**src/rtl/hack_pkg.sv**
```systemverilog
// hack_pkg: shared types and instruction field positions for the HACK control unit.
// The HALT state exists only when HACK_CTRL_HALT_EN is defined.
package hack_pkg;

  typedef enum logic [2:0] {
    ST_FETCH,
    ST_DECODE,
    ST_MREAD,
    ST_EXEC,
    ST_MWRITE
`ifdef HACK_CTRL_HALT_EN
    ,
    ST_HALT
`endif
  } state_t;

  // C-instruction field positions
  localparam int A_BIT = 12;
  localparam int C_MSB = 11;
  localparam int C_LSB = 6;
  localparam int D_A   = 5;
  localparam int D_D   = 4;
  localparam int D_M   = 3;
  localparam int J_LT  = 2;
  localparam int J_EQ  = 1;
  localparam int J_GT  = 0;

  localparam logic [14:0] RESET_PC = 15'h0000;

endpackage

```
**src/rtl/hack_ctrl_if.sv**
```systemverilog
// hack_ctrl_if: instruction port, data port and ALU connection of the HACK control unit.
// master = control unit side, slave = ROM/RAM/ALU side.
interface hack_ctrl_if;
  logic        imem_req;
  logic [14:0] imem_addr;
  logic        imem_ack;
  logic [15:0] imem_data;

  logic        dmem_req;
  logic        dmem_we;
  logic [14:0] dmem_addr;
  logic [15:0] dmem_wdata;
  logic        dmem_ack;
  logic [15:0] dmem_rdata;

  logic [15:0] alu_x;
  logic [15:0] alu_y;
  logic        alu_zx, alu_nx, alu_zy, alu_ny, alu_f, alu_no;
  logic [15:0] alu_out;
  logic        alu_zr;
  logic        alu_ng;

  modport master (
    output imem_req, imem_addr, input imem_ack, imem_data,
    output dmem_req, dmem_we, dmem_addr, dmem_wdata, input dmem_ack, dmem_rdata,
    output alu_x, alu_y, alu_zx, alu_nx, alu_zy, alu_ny, alu_f, alu_no,
    input  alu_out, alu_zr, alu_ng
  );

  modport slave (
    input  imem_req, imem_addr, output imem_ack, imem_data,
    input  dmem_req, dmem_we, dmem_addr, dmem_wdata, output dmem_ack, dmem_rdata,
    input  alu_x, alu_y, alu_zx, alu_nx, alu_zy, alu_ny, alu_f, alu_no,
    output alu_out, alu_zr, alu_ng
  );
endinterface

```
**src/rtl/hack_jump_unit.sv**
```systemverilog
// hack_jump_unit: combinational jump decision from the j field and the ALU flags.
module hack_jump_unit
  import hack_pkg::*;
(
  input  logic [2:0] j,
  input  logic       zr,
  input  logic       ng,
  output logic       taken
);
  assign taken = (j[J_LT] & ng) | (j[J_EQ] & zr) | (j[J_GT] & ~ng & ~zr);
endmodule

```
**src/rtl/hack_ctrl.sv**
```systemverilog
// hack_ctrl: multi-cycle HACK CPU control unit (fetch, decode, M read, execute, M write).
// Define HACK_CTRL_HALT_EN to detect the "@n; jump to n" halt loop and stop in HALT.
module hack_ctrl
  import hack_pkg::*;
(
  input  logic        clk,
  input  logic        rst_n,
  hack_ctrl_if.master bus,
  output logic [14:0] pc,
  output logic        halted
);

  state_t      state, state_next;
  logic [15:0] a_reg, d_reg, ir, m_reg, r_reg;
  logic [14:0] pc_reg, a_shadow;
  logic [14:0] pc_inc;
  logic        taken;
  logic        imem_req, dmem_req, dmem_we;
  logic [14:0] dmem_addr;
  logic [5:0]  alu_ctrl;

  assign pc_inc = pc_reg + 15'd1;

  hack_jump_unit u_jump (
    .j     (ir[J_LT:J_GT]),
    .zr    (bus.alu_zr),
    .ng    (bus.alu_ng),
    .taken (taken)
  );

`ifdef HACK_CTRL_HALT_EN
  logic last_a;
  logic halt_hit;

  // Remember whether the instruction before the current one was an A-instruction
  always_ff @(posedge clk or negedge rst_n) begin
    if (!rst_n) begin
      last_a <= 1'b0;
    end else if (state == ST_DECODE && !ir[15]) begin
      last_a <= 1'b1;
    end else if (state == ST_EXEC) begin
      last_a <= 1'b0;
    end
  end

  // "@n" followed by a taken jump back to that "@n" spins forever
  assign halt_hit = taken && last_a && (a_reg[14:0] == 15'(pc_reg - 15'd1));
`endif

  // State register
  always_ff @(posedge clk or negedge rst_n) begin
    if (!rst_n) state <= ST_FETCH;
    else        state <= state_next;
  end

  // Next-state logic
  always_comb begin
    state_next = state;
    case (state)
      ST_FETCH:  if (bus.imem_ack) state_next = ST_DECODE;
      ST_DECODE: begin
        if (!ir[15])          state_next = ST_FETCH;
        else if (ir[A_BIT])   state_next = ST_MREAD;
        else                  state_next = ST_EXEC;
      end
      ST_MREAD:  if (bus.dmem_ack) state_next = ST_EXEC;
      ST_EXEC: begin
        state_next = ir[D_M] ? ST_MWRITE : ST_FETCH;
`ifdef HACK_CTRL_HALT_EN
        if (halt_hit) state_next = ST_HALT;
`endif
      end
      ST_MWRITE: if (bus.dmem_ack) state_next = ST_FETCH;
      default:   state_next = state;
    endcase
  end

  // Architectural and holding registers, updated per state
  always_ff @(posedge clk or negedge rst_n) begin
    if (!rst_n) begin
      a_reg    <= '0;
      d_reg    <= '0;
      pc_reg   <= RESET_PC;
      ir       <= '0;
      m_reg    <= '0;
      r_reg    <= '0;
      a_shadow <= '0;
    end else begin
      case (state)
        ST_FETCH:  if (bus.imem_ack) ir <= bus.imem_data;
        ST_DECODE: begin
          if (!ir[15]) begin
            a_reg  <= {1'b0, ir[14:0]};
            pc_reg <= pc_inc;
          end
        end
        ST_MREAD:  if (bus.dmem_ack) m_reg <= bus.dmem_rdata;
        ST_EXEC: begin
          // NOTE: non-blocking assignments all read the pre-edge A, so the shadow
          // copy and the jump target both see A as it was before this instruction.
          r_reg    <= bus.alu_out;
          a_shadow <= a_reg[14:0];
          if (ir[D_A]) a_reg <= bus.alu_out;
          if (ir[D_D]) d_reg <= bus.alu_out;
          pc_reg   <= taken ? a_reg[14:0] : pc_inc;
        end
        default: ;
      endcase
    end
  end

  // Output decode from the state register only (no ack-to-req path)
  always_comb begin
    // NOTE: defaults first so no branch of the case leaves an output unassigned (no latch).
    imem_req  = 1'b0;
    dmem_req  = 1'b0;
    dmem_we   = 1'b0;
    dmem_addr = a_reg[14:0];
    alu_ctrl  = 6'b000000;
    case (state)
      ST_FETCH:  imem_req = 1'b1;
      ST_MREAD:  dmem_req = 1'b1;
      ST_EXEC:   alu_ctrl = ir[C_MSB:C_LSB];
      ST_MWRITE: begin
        dmem_req  = 1'b1;
        dmem_we   = 1'b1;
        dmem_addr = a_shadow;
      end
      default: ;
    endcase
  end

  // The reset state is FETCH, but no fetch is requested while reset is held
  assign bus.imem_req   = imem_req & rst_n;
  assign bus.imem_addr  = pc_reg;
  assign bus.dmem_req   = dmem_req;
  assign bus.dmem_we    = dmem_we;
  assign bus.dmem_addr  = dmem_addr;
  assign bus.dmem_wdata = r_reg;
  assign bus.alu_x      = d_reg;
  assign bus.alu_y      = ir[A_BIT] ? m_reg : a_reg;
  assign {bus.alu_zx, bus.alu_nx, bus.alu_zy, bus.alu_ny, bus.alu_f, bus.alu_no} = alu_ctrl;
  assign pc             = pc_reg;

`ifdef HACK_CTRL_HALT_EN
  assign halted = (state == ST_HALT);
`else
  assign halted = 1'b0;
`endif

endmodule

```
**src/flat_wrapper.sv**
```systemverilog
// flat-port wrapper written by rule: the top's interface ports become plain ports
module hack_ctrl_flat import hack_pkg::*;
  (clk, rst_n, pc, halted, bus_imem_req, bus_imem_addr, bus_imem_ack, bus_imem_data, bus_dmem_req, bus_dmem_we, bus_dmem_addr, bus_dmem_wdata, bus_dmem_ack, bus_dmem_rdata, bus_alu_x, bus_alu_y, bus_alu_zx, bus_alu_nx, bus_alu_zy, bus_alu_ny, bus_alu_f, bus_alu_no, bus_alu_out, bus_alu_zr, bus_alu_ng);
  hack_ctrl_if bus_i ();
  input  logic clk;
  input  logic rst_n;
  output logic [14:0] pc;
  output logic halted;
  output wire logic [$bits(bus_i.imem_req)-1:0] bus_imem_req;
  output wire logic [$bits(bus_i.imem_addr)-1:0] bus_imem_addr;
  input wire logic [$bits(bus_i.imem_ack)-1:0] bus_imem_ack;
  input wire logic [$bits(bus_i.imem_data)-1:0] bus_imem_data;
  output wire logic [$bits(bus_i.dmem_req)-1:0] bus_dmem_req;
  output wire logic [$bits(bus_i.dmem_we)-1:0] bus_dmem_we;
  output wire logic [$bits(bus_i.dmem_addr)-1:0] bus_dmem_addr;
  output wire logic [$bits(bus_i.dmem_wdata)-1:0] bus_dmem_wdata;
  input wire logic [$bits(bus_i.dmem_ack)-1:0] bus_dmem_ack;
  input wire logic [$bits(bus_i.dmem_rdata)-1:0] bus_dmem_rdata;
  output wire logic [$bits(bus_i.alu_x)-1:0] bus_alu_x;
  output wire logic [$bits(bus_i.alu_y)-1:0] bus_alu_y;
  output wire logic [$bits(bus_i.alu_zx)-1:0] bus_alu_zx;
  output wire logic [$bits(bus_i.alu_nx)-1:0] bus_alu_nx;
  output wire logic [$bits(bus_i.alu_zy)-1:0] bus_alu_zy;
  output wire logic [$bits(bus_i.alu_ny)-1:0] bus_alu_ny;
  output wire logic [$bits(bus_i.alu_f)-1:0] bus_alu_f;
  output wire logic [$bits(bus_i.alu_no)-1:0] bus_alu_no;
  input wire logic [$bits(bus_i.alu_out)-1:0] bus_alu_out;
  input wire logic [$bits(bus_i.alu_zr)-1:0] bus_alu_zr;
  input wire logic [$bits(bus_i.alu_ng)-1:0] bus_alu_ng;
  assign bus_imem_req = bus_i.imem_req;
  assign bus_imem_addr = bus_i.imem_addr;
  assign bus_i.imem_ack = bus_imem_ack;
  assign bus_i.imem_data = bus_imem_data;
  assign bus_dmem_req = bus_i.dmem_req;
  assign bus_dmem_we = bus_i.dmem_we;
  assign bus_dmem_addr = bus_i.dmem_addr;
  assign bus_dmem_wdata = bus_i.dmem_wdata;
  assign bus_i.dmem_ack = bus_dmem_ack;
  assign bus_i.dmem_rdata = bus_dmem_rdata;
  assign bus_alu_x = bus_i.alu_x;
  assign bus_alu_y = bus_i.alu_y;
  assign bus_alu_zx = bus_i.alu_zx;
  assign bus_alu_nx = bus_i.alu_nx;
  assign bus_alu_zy = bus_i.alu_zy;
  assign bus_alu_ny = bus_i.alu_ny;
  assign bus_alu_f = bus_i.alu_f;
  assign bus_alu_no = bus_i.alu_no;
  assign bus_i.alu_out = bus_alu_out;
  assign bus_i.alu_zr = bus_alu_zr;
  assign bus_i.alu_ng = bus_alu_ng;
  hack_ctrl u_core (.clk(clk), .rst_n(rst_n), .bus(bus_i), .pc(pc), .halted(halted));
endmodule
```
**config.mk**
```make
export PLATFORM = sky130hd
export DESIGN_NAME = hack_ctrl_flat
export DESIGN_NICKNAME = d
export VERILOG_FILES = /design/src/rtl/hack_pkg.sv /design/src/rtl/hack_ctrl_if.sv /design/src/rtl/hack_jump_unit.sv /design/src/rtl/hack_ctrl.sv /design/src/flat_wrapper.sv
export SDC_FILE = /design/constraint.sdc
export NUM_CORES = 1
export LEC_CHECK = 0
export ABC_AREA = 1
export CAP_MARGIN = 20
export CORE_ASPECT_RATIO = 0.6
export CORE_UTILIZATION = 45
export CTS_BUF_LIST = sky130_fd_sc_hd__clkbuf_8
export DETAILED_ROUTE_END_ITERATION = 12
export GPL_ROUTABILITY_DRIVEN = 1
export PLACE_DENSITY = 0.82
export SLEW_MARGIN = 0
export SYNTH_ARGS = -nofsm -noshare
export SYNTH_HDL_FRONTEND = slang
export SYNTH_HIERARCHICAL = 1
export SYNTH_SLANG_ARGS = --single-unit
```
**constraint.sdc**
```tcl
create_clock -name clk -period 1.5 [get_ports clk]
set_clock_uncertainty 0.1 [all_clocks]
set_input_delay 0.3 -clock clk [delete_from_list [all_inputs] [get_ports clk]]
set_output_delay 0.3 -clock clk [all_outputs]
set_load 0.005 [all_outputs]
```
==> results by group, run 1 <==
STA
  • Worst endpoint type: output port
  • Worst endpoint, post-GRT repair: bus_dmem_addr[10]

CTS
  • Clk Tree Root Cell: clkbuf_8
  • CTS max path bufs: 2
  • Sink Count: around 110
  • TritonCTS Buffers: 17
  • Htree depth: 4

Synth
  • Ys Warns: 6
  • FF+latch count, synth: 113
  • Mapped Cells: 692
  • Ranking of synthesized cells by area: dfrtp_1 (52%), nand2_1 (17%), o21ai_0 (6.2%)
  • Share of the synthesized area in the top cell type: a little over half
  • Commonest cells in the netlist: nand2_1 (244), dfrtp_1 (113), o21ai_0 (67)
  • Post-synth top flop: dfrtp_1
  • Syn_area_per_cell: 7.82 um^2
  • Most common cell in the synthesized netlist: nand2_1
  • Mapped Area: ~5400 um^2
  • Asr flop ratio synth: 100%
  • Post-synth EDFFs: 0
  • Cell variety after synth: 30
  • Cell taking the most area after synthesis: dfrtp_1
  • Synthesized Nets: 747
  • Seq/Total Area, Yosys: a little over half

Outcome
  • Status: did not finish
  • Tool Error: [ERROR GRT-0232] Routing congestion too high. Check the congestion heatmap in the GUI.
  • Failing step: global routing (5_1_grt)

Global routing
  • Largest net degree at the start of global routing: 73
  • Overall routing resource usage: 78.7%
  • Total gr overflow: 3

Placement
  • I/O Buffers: between 150 and 200
  • Placer Congestion: a little under 0.9
  • HPWL Detailed: 11.9 mm
  • Post-DP Area: between 7000 and 8000 um^2

Floorplanning
  • Site Rows: 30
  • Initial Util: 47.1%
  • I/O Pins: 157
  • Die X: between 100 and 150 um
  • Die Span Y: 86.9 um
==> layer usage <==
layer,overflow,GRT usage (%)
met1,0,81.3
met2,2,90.7
met4,1,73.3
met3,0,67.0
met5,0,48.6
==> through the flow <==
step,std cells,worst slack (ns)
after CTS,1163,-0.516
after detailed placement,1030,-0.430
after floorplan,692,0.00365
after global placement,1030,-0.406
==> repair_timing <==
| action | in CTS |
|---|---|
| hold buffers | 1 |
| gates resized for setup | 587 |
| pin swaps | 58 |
| gates cloned | 21 |
| endpoints found under the hold margin | 35 |
| endpoints found under the setup margin | 193 |
| setup buffers | 82 |
==> logic make-up after synthesis <==
logic type,after synthesis,synth area share [%]
simple gates,351,26.4
mux,2,0.416
buf+inv,102,8.79
flops,113,52.3
compound gates,118,11.1
fa+ha+maj,1,0.231
xor+xnor,4,0.648
other cells,1,0.0693
==> run 2, diff against run 1 <==
--- a/config.mk
+++ b/config.mk
@@ -7,12 +7,10 @@
 export LEC_CHECK = 0
 export ABC_AREA = 1
 export CAP_MARGIN = 20
-export CORE_ASPECT_RATIO = 0.6
-export CORE_UTILIZATION = 45
-export CTS_BUF_LIST = sky130_fd_sc_hd__clkbuf_8
+export CORE_UTILIZATION = 40
 export DETAILED_ROUTE_END_ITERATION = 12
 export GPL_ROUTABILITY_DRIVEN = 1
-export PLACE_DENSITY = 0.82
+export PLACE_DENSITY_LB_ADDON = 0.15
 export SLEW_MARGIN = 0
 export SYNTH_ARGS = -nofsm -noshare
 export SYNTH_HDL_FRONTEND = slang
==> constraint.sdc (replaced) <==
create_clock -name clk -period 2 [get_ports clk]
set_clock_uncertainty 0.1 [all_clocks]
set_input_delay 0.4 -clock clk [delete_from_list [all_inputs] [get_ports clk]]
set_output_delay 0.4 -clock clk [all_outputs]
set_load 0.005 [all_outputs]
==> run 2 against run 1 <==
Net effect: the flow now finishes, with violations (hold timing, setup timing); synthesized cell count stayed put; area after synthesis stayed put.
==> results by group, run 2 <==
Placement
  • I/O Buffers: 155
  • Placer Congestion: ~0.84
  • HPWL Detailed: 11.5 mm
  • Placed cells: just over 1,000

Routing
  • Routed vias: 5,349
  • ANT nets after route: 0
  • Routed WL: roughly 17 mm
  • Initial DRT Pass Iterations: 5
  • Initial DRC count: 370
  • WL/cell: 16.3 um
  • Vias per inst: between 5 and 6
  • DRC Markers: 0

Flow run
  • Max cap viols: 0

Layout
  • N_diodes: 0
  • Layout Utilization: 61.7%
  • Final std cells w/o fill: 1,060
  • Fin nets: between 900 and 1,000
  • Multi-input logic area: ~2300 um^2
  • Area grow syn2layout: 51.1%
  • Commonest cells after routing, fill and taps aside: nand2_1 (225), clkdlybuf4s50_1 (114), dfrtp_1 (113)
  • Share of cells above drive strength 1: 17.8%
  • Fillers: 1,169
  • Register Area: 2830 um^2
  • Commonest non-fill, non-tap cell in the layout: nand2_1

Global routing
  • Largest net degree at the start of global routing: 114
  • Total gr overflow: 0
  • Vias in the first global route: approximately 5,200
  • Overall routing resource usage: 24.5%
  • Initial antenna violation count: 0
  • Global-route wire length before repair: 26.3 mm

Setup path
  • R2R Setup Slk: roughly 0.090 ns
  • R2r endpoint: u_core/a_reg[15]
  • Startpoint types: register
  • Reg2reg start: u_core/state[1]
  • FF-to-FF path depth: 11
  • CP Data Required Time: 1.50 ns
  • CP endpoint kind: output pin
  • Critical path class: register to output pin
  • CP max FO: 4
  • Crit path DAT: between 1.5 and 2 ns

Synth
  • Mapped Cells: 692
  • Commonest cells in the netlist: nand2_1 (244), dfrtp_1 (113), o21ai_0 (67)
  • FF+latch count, synth: 113
  • Synthesized Nets: 747
  • Share of the synthesized area in the top cell type: between 50% and 60%
  • Syn_area_per_cell: slightly below 8 um^2
  • Ranking of synthesized cells by area: dfrtp_1 (52%), nand2_1 (17%), o21ai_0 (6.2%)
  • Mapped Area: 5410 um^2
  • Ys Warns: 6
  • Cell variety after synth: 30
  • Post-synth EDFFs: 0
  • Most common cell in the synthesized netlist: nand2_1
  • Post-synth top flop: dfrtp_1
  • Asr flop ratio synth: 100%
  • Seq/Total Area, Yosys: between 50 and 60%
  • Cell taking the most area after synthesis: dfrtp_1

Floorplanning
  • Die X: 118 um
  • Initial Util: 40.9%
  • Die area: 14,000 um^2
  • I/O Pins: 157
  • CORE AREA: 13,200 um^2
  • Site Rows: 42
  • Die Span Y: 118 um

STA
  • Setup_tns: -0.819 ns
  • Min Tclk post-route: ~2.1 ns
  • Final setup fails: 19
  • Tcrit/Tclk final: 105%
  • Slew of the pin with the lowest slew margin: 0.633 ns
  • FMAX: 478 MHz
  • Max Slew Vio Count: 0
  • Unrepaired setup endpoints after global routing: yes
  • Slew headroom: 57.8%
  • Final Hold Viols: 3
  • Final Hold Slack: -0.00455 ns
  • Worst setup margin: -0.0908 ns

Pwr
  • Comb pwr share: 47.0%
  • Net switching power: 5.16 mW
  • Switch share: 37.3%
  • PwrDens: 1690 nW/um^2
  • Sequential power share: 30.0%
  • Clock power share: between 20 and 25%
  • Total power: 13.8 mW
  • VDD IR max: approximately 0.77 mV
  • Internal power: 8.67 mW
  • Pleak: slightly above 4 nW

CTS
  • Clock slew at reported path FFs: 0.05 ns
  • Sink Count: between 100 and 150
  • CTS max path bufs: 2
  • Htree depth: 4
  • Clk Tree Root Cell: clkbuf_16
  • Clk_lat worst skew: 0.42 ns
  • TritonCTS Buffers: 17
  • TritonCTS clock tree: done

Outcome
  • Failing checks: hold timing, setup timing
  • Status: complete, but fails checks

Min path
  • Worst hold path class: input pin to async pin
run 2: cell counts after synthesis:
No cell type changed its count.
run 2: cell families (layout without fill, tap and decap cells):
| kind of cell | Yosys count | in the layout | share of synthesized area [%] |
|---|---|---|---|
| and+or+nand+nor | 351 | 352 | 26.4 |
| AOI/OAI and AO/OA | 118 | 118 | 11.1 |
| DFF | 113 | 113 | 52.3 |
| buffers and inverters | 102 | 293 | 8.79 |
| xor gates and xnor gates | 4 | 4 | 0.648 |
| muxes | 2 | 2 | 0.416 |
| adders and majority gates | 1 | 1 | 0.231 |
| other | 1 | 1 | 0.0693 |
run 2: how the worst max path moves through the flow:
stage / start / slack (ns) / endpoint
after floorplan: u_core/state[1] / 0.39 / bus_dmem_addr[0]
after global placement: u_core/state[1] / -0.03 / bus_dmem_addr[0]
after detailed placement: u_core/state[1] / -0.10 / bus_dmem_addr[6]
after CTS: u_core/state[2] / -0.17 / bus_dmem_addr[5]
after global routing: u_core/state[1] / -0.15 / bus_dmem_addr[5]
final: u_core/state[2] / -0.09 / bus_alu_zx
run 2: critical path: stages, from the launching register on:
cell and delay [ns]:
dfrtp_1 0.41, buf_6 0.14, nor2_4 0.14, buf_6 0.14, nand2_8 0.06, buf_6 0.13
nor2_2 0.06, buf_2 0.11
run 2: repair_timing:
action,CTS,global route
hold buffers,0,0
cloned,4,5
pin swaps,8,4
resized for setup,158,51
buffers inserted,13,9
endpoints found under the setup margin,40,64
run 2: area by class of cell:
type / count / area share (%)
Clock inverter: 11 / 1.96
Inverter: 53 / 2.71
Clock buffer: 21 / 5.63
Timing Repair Buffer: 208 / 24.5
Sequential cell: 113 / 34.6
Multi-Input combinational cell: 478 / 27.9
Tap cell: 176 / 2.69
run 2: routing by layer:
metal	vias to the layer above	part of all wire (%)	global-route usage (%)	routed length, um
li1	2559	-	-	-
met1	2583	43	30.6	7360
met2	174	50	40.3	8650
met3	33	5.0	5.50	863
met4	0	2.5	11.7	429
met5	-	0	0	0
run 2: per-stage QoR:
step / instance area, um^2 / setup slack [ns]
floorplan: 5410 / 0.394
global placement: 7210 / -0.0287
detailed placement: 7210 / -0.104
CTS: 7990 / -0.166
global route: 8180 / -0.153
finish: 8180 / -0.0908
run 2: power groups by stage:
stage,clock network (mW),logic (mW),registers (mW)
3_5_place_dp,0,6.12,4.13
3_3_place_gp,0,6.01,4.10
2_1_floorplan,0,2.86,4.01
5_1_grt,3.31,7.10,4.29
6_report,3.18,6.50,4.15
4_1_cts,3.21,6.23,4.13
(Power assumes the default switching activity.)
==> run 3, diff against run 2 <==
--- a/config.mk
+++ b/config.mk
@@ -7,7 +7,7 @@
 export LEC_CHECK = 0
 export ABC_AREA = 1
 export CAP_MARGIN = 20
-export CORE_UTILIZATION = 40
+export CORE_UTILIZATION = 48
 export DETAILED_ROUTE_END_ITERATION = 12
 export GPL_ROUTABILITY_DRIVEN = 1
 export PLACE_DENSITY_LB_ADDON = 0.15
==> run 3 against run 2 <==
Net effect: the flow finishes with violations (setup timing); register-to-register slack lost 0.19 ns; wire length grew 11%; utilization grew 16 points; cell area grew 3.6%; global-route usage grew 4.9 points; clock power grew 2%; sequential share of layout area shrank 0.98 points; first-iteration DRC count grew 34%; non-clock buffer count grew 20; hold slack gained 0.33 ns; critical endpoint is now bus_dmem_addr[1]; combinational power grew 14%; largest cell class unchanged.
==> results by group, run 3 (synthesized netlist as in run 2, its figures left out) <==
Placement
  • I/O Buffers: 155
  • HPWL Detailed: 11.1 mm
  • Placed cells: slightly below 1,000
  • Setup WS pre-CTS: -0.160 ns
  • Post-DP Area: approximately 7200 um^2
  • Placer Congestion: 0.842

STA
  • Min Tclk post-route: between 2 and 2.5 ns
  • Unrepaired setup endpoints after global routing: yes
  • Final Hold Slack: 0.326 ns
  • Setup_tns: -7.75 ns
  • Tcrit/Tclk final: 122%
  • Slew headroom: 58.4%
  • Max Slew Vio Count: 0
  • Slew of the pin with the lowest slew margin: between 0.6 and 0.7 ns
  • FMAX: 410 MHz
  • Final setup fails: 56
  • Final Hold Viols: 0
  • Worst setup margin: -0.439 ns

Pwr
  • Pleak: 4.17 nW
  • VDD IR max: 0.906 mV
  • Total power: 14.9 mW
  • PwrDens: approximately 1800 nW/um^2

CTS
  • CTS max path bufs: 2
  • Sink Count: ~110
  • TritonCTS clock tree: done
  • Clock slew at reported path FFs: 0.06 ns
  • Clk Tree Root Cell: clkbuf_8
  • Htree depth: 4
  • TritonCTS Buffers: 17
  • Clk_lat worst skew: 0.53 ns

Floorplanning
  • Die X: 108 um
  • Die Span Y: ~110 um
  • I/O Pins: 157
  • Die area: 11,700 um^2
  • Initial Util: 49.7%
  • Site Rows: 38
  • CORE AREA: 10,900 um^2

Routing
  • WL/cell: 18.4 um
  • Initial DRC count: 497
  • Vias per inst: 5.52
  • DRC Markers: 0
  • Routed WL: 19.2 mm
  • Initial DRT Pass Iterations: 8
  • ANT nets after route: 0
  • Routed vias: 5,753

Setup path
  • CP max stage cell: dfrtp_1
  • CP Data Required Time: 1.50 ns
  • Reg2reg start: u_core/state[1]
  • CP dominant cell by count: nand2_2
  • Levels on crit path: 8
  • Critical path class: register to output pin
  • CP Cell Sequence: nor2_2 -> nand2_2 -> inv_4 -> buf_6 -> clkbuf_16 -> nand2_2 -> o21ai_1 -> buf_2
  • CP endpoint kind: output pin
  • FF-to-FF path depth: 13
  • Startpoint types: register
  • R2R Setup Slk: -0.10 ns
  • CP delay by family, top: buffers and inverters
  • Crit path DAT: 1.94 ns
  • CP Buf/Inv Count: 4
  • R2r endpoint: u_core/a_reg[15]
  • CP max FO: 7
  • Slowest stage delay, CP: 0.38 ns

Global routing
  • Initial antenna violation count: 0
  • Overall routing resource usage: 29.4%
  • Largest net degree at the start of global routing: 114
  • Global-route wire length before repair: 26.1 mm
  • Vias in the first global route: 5,186
  • Total gr overflow: 0

Layout
  • Share of cells above drive strength 1: 25.2%
  • N_diodes: 0
  • Register Area: approximately 2800 um^2
  • Fin nets: approximately 950
  • Multi-input logic area: approximately 2400 um^2
  • Finished Cell Area: ~8500 um^2
  • Area grow syn2layout: 56.5%
  • Final std cells w/o fill: 1,043
  • Commonest cells after routing, fill and taps aside: nand2_1 (219), clkdlybuf4s50_1 (114), dfrtp_1 (99)
  • Fillers: 710
  • Layout Utilization: 77.8%
  • Commonest non-fill, non-tap cell in the layout: nand2_1

Outcome
  • Failing checks: setup timing
  • Status: complete, but fails checks

Flow run
  • Max cap viols: 0

Min path
  • Worst hold path class: input pin to register
  • Worst hold stages: 3
  • Hold endpoint: u_core/m_reg[7]
  • Hold_sp: bus_dmem_rdata[7]
==> run 3: cell count changes in the layout (fill, tap and decap cells not counted), moves of 13 or more <==
| cell | before | now |
|---|---|---|
| o21ai_2 | 10 | 23 |
| dfrtp_1 | 113 | 99 |
| o21ai_0 | 44 | 27 |
| dlygate4sd2_1 | 16 | 0 |
| dfrtp_2 | 0 | 14 |
| buf_2 | 21 | 37 |
==> run 3: layout make-up <==
type	instances	share of cell area, %
tap	140	2.07
multi-input combinational	477	28.4
inverter	53	2.59
timing repair buffer	228	26.0
clock buffer	21	5.19
clock inverter	11	2.19
sequential	113	33.6
==> run 3: timing repair <==
| item | CTS | global route |
|---|---|---|
| hold endpoints to repair | 113 | 0 |
| buffers inserted | 19 | 15 |
| endpoints found under the setup margin | 64 | 93 |
| hold buffers | 1 | 0 |
| cloned | 3 | 8 |
| gates resized for setup | 236 | 95 |
| pin swaps | 4 | 17 |
==> run 3: how the worst max path moves through the flow <==
stage,end,slack (ns),from
2_1_floorplan,bus_dmem_addr[0],0.39,u_core/state[1]
3_3_place_gp,bus_dmem_addr[3],-0.02,u_core/state[1]
3_5_place_dp,bus_dmem_addr[6],-0.16,u_core/state[1]
4_1_cts,bus_dmem_addr[12],-0.23,u_core/state[0]
5_1_grt,bus_dmem_addr[1],-0.44,u_core/state[1]
6_report,bus_dmem_addr[1],-0.44,u_core/state[1]
==> run 3: power by group <==
| part | switching (mW) | internal (mW) | total (mW) | leakage (nW) |
|---|---|---|---|---|
| Combinational | 3.86 | 3.53 | 7.39 | 2.51 |
| Sequential | 0.808 | 3.42 | 4.23 | 1.36 |
| Clock | 1.07 | 2.17 | 3.25 | 0.302 |
==> run 3: per-layer routing <==
metal	part of all wire [%]	vias to the layer above	routed length, um	global-route usage (%)
met5	0	-	0	0
met1	38	2768	7260	37.9
met3	7.7	60	1470	5.55
met4	3.4	0	645	13.7
met2	51	329	9780	48.1
li1	-	2596	-	-
==> run 3: tightest hold or removal path, stage by stage <==
cell and delay [ns]:
clkdlybuf4s50_1 0.39, nand3_1 0.08, nand2_1 0.05
